--- config.mk ---
export PLATFORM = sky130hd
export DESIGN_NAME = dg_pkt_reader
export DESIGN_NICKNAME = d
export VERILOG_FILES = /design/src/rtl/dg_pkg.sv /design/src/rtl/dg_pkt_reader.sv
export SDC_FILE = /design/constraint.sdc
export NUM_CORES = 1
export LEC_CHECK = 0
export CORE_MARGIN = 4
export CORE_UTILIZATION = 45
export CTS_CLUSTER_SIZE = 16
export DETAILED_ROUTE_END_ITERATION = 8
export PLACE_DENSITY = 0.77
export SETUP_SLACK_MARGIN = 0.2
export SLEW_MARGIN = 15
export SYNTH_ARGS = -nofsm -noshare
export SYNTH_HDL_FRONTEND = slang
export SYNTH_SLANG_ARGS = --single-unit
--- constraint.sdc ---
create_clock -name clk -period 3.85 [get_ports clk]
set_input_delay 0.5775 -clock clk [delete_from_list [all_inputs] [get_ports clk]]
set_output_delay 0.5775 -clock clk [all_outputs]
set_load 0.02 [all_outputs]
--- src/rtl/dg_pkg.sv ---
// Shared types for the data-generator packet reader: descriptor layout, FSM states
// and the beat formatting helpers.
package dg_pkg;

    localparam int DESC_WIDTH    = 32;
    localparam int DA_WIDTH      = 4;
    localparam int PRIOR_WIDTH   = 3;
    localparam int LEN_WIDTH     = 10;
    localparam int WAIT_WIDTH    = 10;
    localparam int RSVD_WIDTH    = 5;
    localparam int BEAT_WIDTH    = 16;
    localparam int PKT_CNT_WIDTH = 16;

    // Field order is MSB first: [31:27] rsvd, [26:17] wait, [16:7] len, [6:4] prior, [3:0] da.
    typedef struct packed {
        logic [RSVD_WIDTH-1:0]  rsvd;
        logic [WAIT_WIDTH-1:0]  wait_clks;
        logic [LEN_WIDTH-1:0]   len;
        logic [PRIOR_WIDTH-1:0] prior;
        logic [DA_WIDTH-1:0]    da;
    } desc_t;

    typedef enum logic [2:0] {
        ST_IDLE,
        ST_FETCH,
        ST_LATCH,
        ST_WAIT,
        ST_HDR,
        ST_DATA,
        ST_DONE
    } state_t;

    function automatic logic [DESC_WIDTH-1:0] hdr_word(
        input logic [3:0]             port_id,
        input logic [DA_WIDTH-1:0]    da,
        input logic [PRIOR_WIDTH-1:0] prior,
        input logic [LEN_WIDTH-1:0]   len
    );
        return {port_id, da, prior, 11'b0, len};
    endfunction

    function automatic logic [DESC_WIDTH-1:0] payload_word(
        input logic [3:0]            port_id,
        input logic [11:0]           pkt_lo,
        input logic [BEAT_WIDTH-1:0] beat
    );
        return {port_id, pkt_lo, beat};
    endfunction

endpackage

--- src/rtl/dg_pkt_reader.sv ---
// Descriptor RAM player: fetches descriptors from address 0, idles the requested number
// of clocks, then emits a header beat plus len payload beats on a valid/ready stream.
module dg_pkt_reader
    import dg_pkg::*;
#(
    parameter int DATA_WIDTH = 32,
    parameter int ADDR_WIDTH = 10,
    parameter int ID         = 0
) (
    input  logic                  clk,
    input  logic                  rst,
    input  logic                  i_start,
    output logic                  o_ram_en,
    output logic                  o_ram_we,
    output logic [ADDR_WIDTH-1:0] o_ram_addr,
    input  logic [DATA_WIDTH-1:0] i_ram_data,
    output logic                  o_valid,
    input  logic                  i_ready,
    output logic                  o_sop,
    output logic                  o_eop,
    output logic [DATA_WIDTH-1:0] o_data,
    output logic                  o_busy,
    output logic                  o_done,
    output logic [15:0]           o_pkt_cnt
);

    localparam logic [3:0]            PORT_ID   = 4'(ID);
    localparam logic [ADDR_WIDTH-1:0] LAST_ADDR = '1;

    state_t                   state_reg, state_next;
    logic [ADDR_WIDTH-1:0]    addr_reg, addr_next;
    logic [DA_WIDTH-1:0]      da_reg, da_next;
    logic [PRIOR_WIDTH-1:0]   prior_reg, prior_next;
    logic [LEN_WIDTH-1:0]     len_reg, len_next;
    logic [WAIT_WIDTH-1:0]    wait_cnt_reg, wait_cnt_next;
    logic [BEAT_WIDTH-1:0]    beat_reg, beat_next;
    logic [PKT_CNT_WIDTH-1:0] pkt_cnt_reg, pkt_cnt_next;

    desc_t ram_desc;
    logic  desc_unused;
    logic  last_beat;

    assign ram_desc    = desc_t'(i_ram_data);
    assign desc_unused = ^ram_desc.rsvd;
    assign last_beat   = (beat_reg == (BEAT_WIDTH'(len_reg) - 16'd1));

    always_ff @(posedge clk or posedge rst) begin
        if (rst) begin
            state_reg    <= ST_IDLE;
            addr_reg     <= '0;
            da_reg       <= '0;
            prior_reg    <= '0;
            len_reg      <= '0;
            wait_cnt_reg <= '0;
            beat_reg     <= '0;
            pkt_cnt_reg  <= '0;
        end else begin
            state_reg    <= state_next;
            addr_reg     <= addr_next;
            da_reg       <= da_next;
            prior_reg    <= prior_next;
            len_reg      <= len_next;
            wait_cnt_reg <= wait_cnt_next;
            beat_reg     <= beat_next;
            pkt_cnt_reg  <= pkt_cnt_next;
        end
    end

    always_comb begin
        state_next    = state_reg;
        addr_next     = addr_reg;
        da_next       = da_reg;
        prior_next    = prior_reg;
        len_next      = len_reg;
        wait_cnt_next = wait_cnt_reg;
        beat_next     = beat_reg;
        pkt_cnt_next  = pkt_cnt_reg;

        case (state_reg)
            ST_IDLE, ST_DONE: begin
                if (i_start) begin
                    state_next   = ST_FETCH;
                    addr_next    = '0;
                    pkt_cnt_next = '0;
                end
            end
            ST_FETCH: state_next = ST_LATCH;
            ST_LATCH: begin
                da_next    = ram_desc.da;
                prior_next = ram_desc.prior;
                len_next   = ram_desc.len;
                // len==0 marks the end of the descriptor list.
                if (ram_desc.len == '0) begin
                    state_next = ST_DONE;
                end else if (ram_desc.wait_clks == '0) begin
                    state_next = ST_HDR;
                end else begin
                    wait_cnt_next = ram_desc.wait_clks;
                    state_next    = ST_WAIT;
                end
            end
            ST_WAIT: begin
                wait_cnt_next = wait_cnt_reg - 1'b1;
                if (wait_cnt_reg == WAIT_WIDTH'(1)) begin
                    state_next = ST_HDR;
                end
            end
            ST_HDR: begin
                if (i_ready) begin
                    state_next = ST_DATA;
                    beat_next  = '0;
                end
            end
            ST_DATA: begin
                if (i_ready) begin
                    beat_next = beat_reg + 1'b1;
                    if (last_beat) begin
                        pkt_cnt_next = pkt_cnt_reg + 1'b1;
                        // Stop at the top of the RAM rather than wrapping to address 0.
                        if (addr_reg == LAST_ADDR) begin
                            state_next = ST_DONE;
                        end else begin
                            addr_next  = addr_reg + 1'b1;
                            state_next = ST_FETCH;
                        end
                    end
                end
            end
            default: state_next = ST_IDLE;
        endcase
    end

    // Outputs decode straight from registers so async reset clears o_valid immediately.
    always_comb begin
        o_data = '0;
        if (state_reg == ST_HDR) begin
            o_data = hdr_word(PORT_ID, da_reg, prior_reg, len_reg);
        end else if (state_reg == ST_DATA) begin
            o_data = payload_word(PORT_ID, pkt_cnt_reg[11:0], beat_reg);
        end
    end

    assign o_ram_en   = (state_reg == ST_FETCH);
    assign o_ram_we   = 1'b0;
    assign o_ram_addr = addr_reg;
    assign o_valid    = (state_reg == ST_HDR) || (state_reg == ST_DATA);
    assign o_sop      = (state_reg == ST_HDR);
    assign o_eop      = (state_reg == ST_DATA) && last_beat;
    assign o_busy     = (state_reg != ST_IDLE) && (state_reg != ST_DONE);
    assign o_done     = (state_reg == ST_DONE);
    assign o_pkt_cnt  = pkt_cnt_reg;

endmodule
==> metrics.yaml, run 1 <==
dieHeight_um: 110
vias_per_cell: 5.72
fin_crit_sh_pct: 91.5
num_rows: 36
vdd_drop_max_mv: 0.297
synth_warnings: 0
rsz0062_at_grt: "no"
cts.clk_slew.worst_paths_ns: 0.08
dp_slack_ns: 0.164
gp_congestion: 0.885
dieArea_mm2: 0.0121
critical_path_required_ns: 3.27
synth_edf_count: 0
grt_max_degree: 33
tightest_slew_ns: 0.979
ys_seq_area_share_pct: 38.5
route.detailed.drc: 0
holdWs_ns: 0.508
antenna_found_initial: 0
cp_max_fo: 5
ff2ff_path_depth: 8
endpoint_kind: "output port"
drt_first_pass_iters: 5
hold_class: "reg -> reg"
drv_cap: 0
ctsLongestPathBuffers: 2
cts_tree: "done"
cts_buffers: 9
die_w_um: 110
grt_util_all_layers_pct: 21.5
dpl.hpwl_mm: 9.15
start_util_pct: 47.0
crit_path_start_kind: "flip-flop"
power.density_mw_per_mm2: 591
layout_common_cells: "89 x clkdlybuf4s50_1, 70 x dfrtp_1, 62 x nor2_1, 51 x nand2_1, 33 x mux2i_1"
final_util_pct: 59.5
final_antenna_net_count: 0
min_period_ns: 3.52
hold_viol: 0
portBuffers: 90
core_area_mm2: 0.00995
timing.slew.headroom_pct: 34.6
syn_to_final_growth_pct: 26.6
cts_root_buf: "clkbuf_8"
cts_num_sinks: 72
wl_per_cell_um: 16.6
h-tree-depth: 3
final_common_cell: "clkdlybuf4s50_1"
io_pins: 101
path_class: "reg -> out"
power_leakage_nw: 2.48
finalMaxSlewViolations: 0
drt_iter0_drc: 283
synthArstFlopShare_pct: 100
drive_gt1_share_pct: 9.62
via_count: 4384
syn_area_per_cell_um2: 8.51
clk_latency_ns: 0.35
syn_area_mm2: 0.00468
hold_buffers: 0
nNetsFinal: 671
arrival_ns: 2.94
setup_viol: 0
wirelength_mm: 12.7
grt_pass1_vias: 4184
outcome: "finished, final reports clean"
ys.flop_type: "dfrtp_1"
diodes: 0
fin_skew_ns: 0.0111
grt_first_pass_wirelength_mm: 20.7
fmax_ghz: 0.284
synth.distinct_cells: 57
holdPathStages: 1
layout_setup_ws_ns: 0.328
synthCells: 550
gr-total-overflow: 0
yosys_register_bits: 72
setup_tns_ns: 0
per-stage QoR:
| stage | total power [mW] | instances | area, um^2 |
|---|---|---|---|
| floorplan | 2.27 | 554 | 4700 |
| global placement | 2.73 | 749 | 5680 |
| detailed placement | 2.79 | 749 | 5680 |
| CTS | 3.48 | 766 | 5910 |
| global route | 3.76 | 767 | 5930 |
| finish | 3.50 | 767 | 5930 |
synthesized netlist by cell type (2+ instances only):
master | n | area share, %
nand4_1 | 9 | 1.2
nor2_1 | 63 | 5.1
a21oi_1 | 29 | 3.1
o211ai_1 | 2 | 0.32
buf_2 | 3 | 0.32
nor3_1 | 15 | 1.6
buf_1 | 4 | 0.32
nor3b_1 | 4 | 0.64
o21ai_0 | 24 | 2.6
dfrtp_1 | 72 | 38
xor2_1 | 10 | 1.9
or4_1 | 5 | 0.80
and3_1 | 19 | 2.5
mux2_2 | 16 | 3.8
a32o_1 | 2 | 0.43
clkbuf_1 | 27 | 2.2
a21o_1 | 5 | 0.80
nand4b_1 | 3 | 0.56
nand2_1 | 51 | 4.1
nand2b_1 | 13 | 1.7
ha_1 | 6 | 1.6
or3_1 | 6 | 0.80
xnor2_1 | 12 | 2.2
nor2b_1 | 2 | 0.27
inv_1 | 19 | 1.5
and4_1 | 2 | 0.37
and2_1 | 4 | 0.53
nor4_1 | 12 | 1.6
nand3_1 | 29 | 3.1
or3_4 | 2 | 0.48
o31ai_1 | 5 | 0.80
mux2i_1 | 33 | 7.1
buf_4 | 5 | 0.80
a211oi_1 | 12 | 1.9
a31oi_1 | 3 | 0.40
layout make-up:
class / instances / area (um^2)
inverter: 19 / 71.3
timing repair buffer: 105 / 1010
tap: 133 / 166
sequential: 72 / 1800
clock buffer: 10 / 128
fill: 871 / 4030
clock inverter: 6 / 90.1
multi-input combinational: 422 / 2660
logic make-up after synthesis:
family | Yosys count | share of synthesized area, %
muxes | 49 | 10.9
xor gates and xnor gates | 22 | 4.12
other | 1 | 0.0801
and+or+nand+nor | 246 | 26.7
adders and majority gates | 6 | 1.60
DFF | 72 | 38.5
AOI/OAI and AO/OA | 94 | 12.7
buffers and inverters | 60 | 5.48
per-layer routing:
metal	GRT usage, %	wire length, um
met2	34.7	6210
met4	5.43	203
met3	4.08	812
met1	29.8	5500
met5	0	0
path summary, 6_finish.rpt:
| check | start | to | slack [ns] |
|---|---|---|---|
| worst min-delay path | wait_cnt_reg[3] | wait_cnt_reg[3] | 0.51 |
| min in group asynchronous | rst | prior_reg[2] | 0.64 |
| worst min register to register | wait_cnt_reg[3] | wait_cnt_reg[3] | 0.51 |
| worst max-delay path | len_reg[4] | o_eop | 0.33 |
| worst max register to register | len_reg[4] | o_ram_addr[6] | 0.64 |
| max in group asynchronous | rst | len_reg[0] | 2.44 |
worst max-delay path: stages (launching register included):
cell and delay [ns]:
dfrtp_1 0.43, or3_4 0.44, or3_4 0.37, o41ai_2 0.32, a21oi_1 0.13, or4_1 0.53
nor2_2 0.18, buf_2 0.20
repair_timing:
action | CTS | global route
buffers inserted | 1 | 1
pin swaps | 1 | 1
setup endpoints to repair | 1 | 1
endpoints found under the hold margin | 0 | 0
gates resized for setup | 4 | 4
where the power goes:
part           internal (mW)  switching [mW]
clock network          0.369           0.305
registers              0.935           0.259
logic                  0.696           0.939
No activity file was read; power rests on OpenSTA's default activity.
==> run 2: changes to the inputs <==
Settings changed: CORE_UTILIZATION 45 to 52, PLACE_DENSITY 0.77 to 0.87.
==> metrics.yaml, run 2 (same netlist as run 1, synthesis figures left out) <==
dieArea_mm2: 0.0106
crit_path_start_kind: "flip-flop"
p_int_mw: 1.91
antenna_found_initial: 0
hold_buffers: 0
critical_path_required_ns: 3.27
final_antenna_net_count: 0
clk_latency_ns: 0.35
power_leakage_nw: 2.45
drt_first_pass_iters: 7
hold_viol: 0
nNetsFinal: 668
final_common_cell: "clkdlybuf4s50_1"
crit_cells: 7
worstReg2RegEnd: "o_ram_addr[6]"
num_rows: 34
cts_num_sinks: 72
layout_setup_ws_ns: 0.377
fin_crit_sh_pct: 90.2
fmax_ghz: 0.288
setup_tns_ns: 0
start_util_pct: 53.7
nFillCells: 670
rsz0062_at_grt: "no"
grt_max_degree: 38
ff2ff_path_depth: 8
sw_frac_of_total_pct: 43.5
cts_buffers: 9
fin_skew_ns: 0.00738
regToRegStartpoint: "len_reg[4]"
pwr-share-clk_pct: 17.1
drt_iter0_drc: 256
grt_pass1_vias: 4254
crit_top_cell: "or3_4"
endpoint: "o_eop"
io_pins: 101
dp_slack_ns: 0.206
seqPwrFrac_pct: 34.7
gr-total-overflow: 0
core_area_mm2: 0.00872
path_cells: "or3_4, or3_4, o41ai_2, a21oi_2, or4_1, nor2_2, buf_2"
slowest_stage: "or4_1"
grt_first_pass_wirelength_mm: 20.4
h-tree-depth: 3
cts_tree: "done"
wirelength_mm: 12.5
crit_family: "simple AND/OR/NAND/NOR gates"
holdPathStages: 1
drv_cap: 0
cts.clk_slew.worst_paths_ns: 0.07
timing.slew.headroom_pct: 36.3
portBuffers: 90
power_frac_comb_pct: 48.2
slowest_delay_ns: 0.52
min_period_ns: 3.47
diodes: 0
cp_max_fo: 5
endpoint_kind: "output port"
finalMaxSlewViolations: 0
vdd_drop_max_mv: 0.437
vias_per_cell: 6.04
cts_root_buf: "clkbuf_8"
grt_util_all_layers_pct: 24.1
post-cts-setup-buffers: 0
dieHeight_um: 103
gp_congestion: 0.886
dpl.hpwl_mm: 8.82
timing.critical_path.from: "len_reg[4]"
tightest_slew_ns: 0.953
ctsLongestPathBuffers: 2
path_buf_inv: 1
arrival_ns: 2.90
syn_to_final_growth_pct: 24.6
power_mw: 3.38
layout_common_cells: "89 x clkdlybuf4s50_1, 71 x dfrtp_1, 62 x nor2_1, 51 x nand2_1, 33 x mux2i_1"
wl_per_cell_um: 16.9
via_count: 4464
outcome: "finished, final reports clean"
setup_viol: 0
rrSetupSlack_ns: 0.59
route.detailed.drc: 0
hold_class: "reg -> reg"
power.density_mw_per_mm2: 579
path_class: "reg -> out"
die_w_um: 103
netSwitchingPower_mw: 1.47
drive_gt1_share_pct: 8.72
run 2: cell types whose count changed in the layout (fill, tap and decap cells not counted), sizes merged:
| cell | change |
|---|---|
| clkinvlp | -1 |
| clkbuf | +2 |
| clkinv | +2 |
| inv | -2 |
| bufinv | -1 |
| buf | -3 |
run 2: worst min-delay path by stage:
stage / slack [ns] / start / end
after floorplan: 0.47 / wait_cnt_reg[3] / wait_cnt_reg[3]
after global placement: 0.49 / prior_reg[1] / prior_reg[1]
after detailed placement: 0.50 / prior_reg[2] / prior_reg[2]
after CTS: 0.51 / wait_cnt_reg[3] / wait_cnt_reg[3]
after global routing: 0.52 / da_reg[0] / da_reg[0]
final: 0.51 / prior_reg[2] / prior_reg[2]
run 2: area by class of cell:
class                           count  area, um^2  area share (%)
Tap cell                          108         135            2.32
Clock inverter                      4        45.0           0.772
Sequential cell                    72        1800            30.9
Multi-Input combinational cell    422        2660            45.6
Inverter                           19        71.3            1.22
Clock buffer                       12         135            2.32
Timing Repair Buffer              102         986            16.9
run 2: per-layer routing:
metal  vias up  wire length (um)  GRT usage [%]
li1       2098                 -              -
met1      2148              5310           32.9
met2       194              6100           38.5
met3        24               774           3.79
met4         0               298           9.26
met5         -                 0              0
run 2: power by group through the flow:
stage          clock (mW)  sequential (mW)  combinational (mW)
6_report            0.579             1.17                1.63
5_1_grt             0.609             1.21                1.79
4_1_cts             0.578             1.16                1.61
3_5_place_dp            0             1.18                1.59
3_3_place_gp            0             1.16                1.54
2_1_floorplan           0             1.09                1.18
run 2: timing repair:
item | in CTS | in global routing
setup endpoints to repair | 1 | 1
pin swaps | 0 | 0
hold endpoints to repair | 0 | 0
resized for setup | 4 | 4
run 2: per-stage QoR:
| step | cells | cell area (um^2) | hold slack, ns | utilization [%] |
|---|---|---|---|---|
| floorplan | 554 | 4700 | 0.472 | - |
| global placement | 723 | 5640 | 0.489 | 64.7 |
| detailed placement | 723 | 5640 | 0.496 | 64.7 |
| CTS | 739 | 5830 | 0.512 | 66.8 |
| global route | 739 | 5830 | 0.518 | 66.9 |
| finish | 739 | 5830 | 0.508 | 66.9 |
==> run 3: changes to the inputs <==
Settings changed: SLEW_MARGIN 15 to not set.
==> results of run 3 <==
Same layout as run 2: the final DEF is identical, and so are final timing and power.
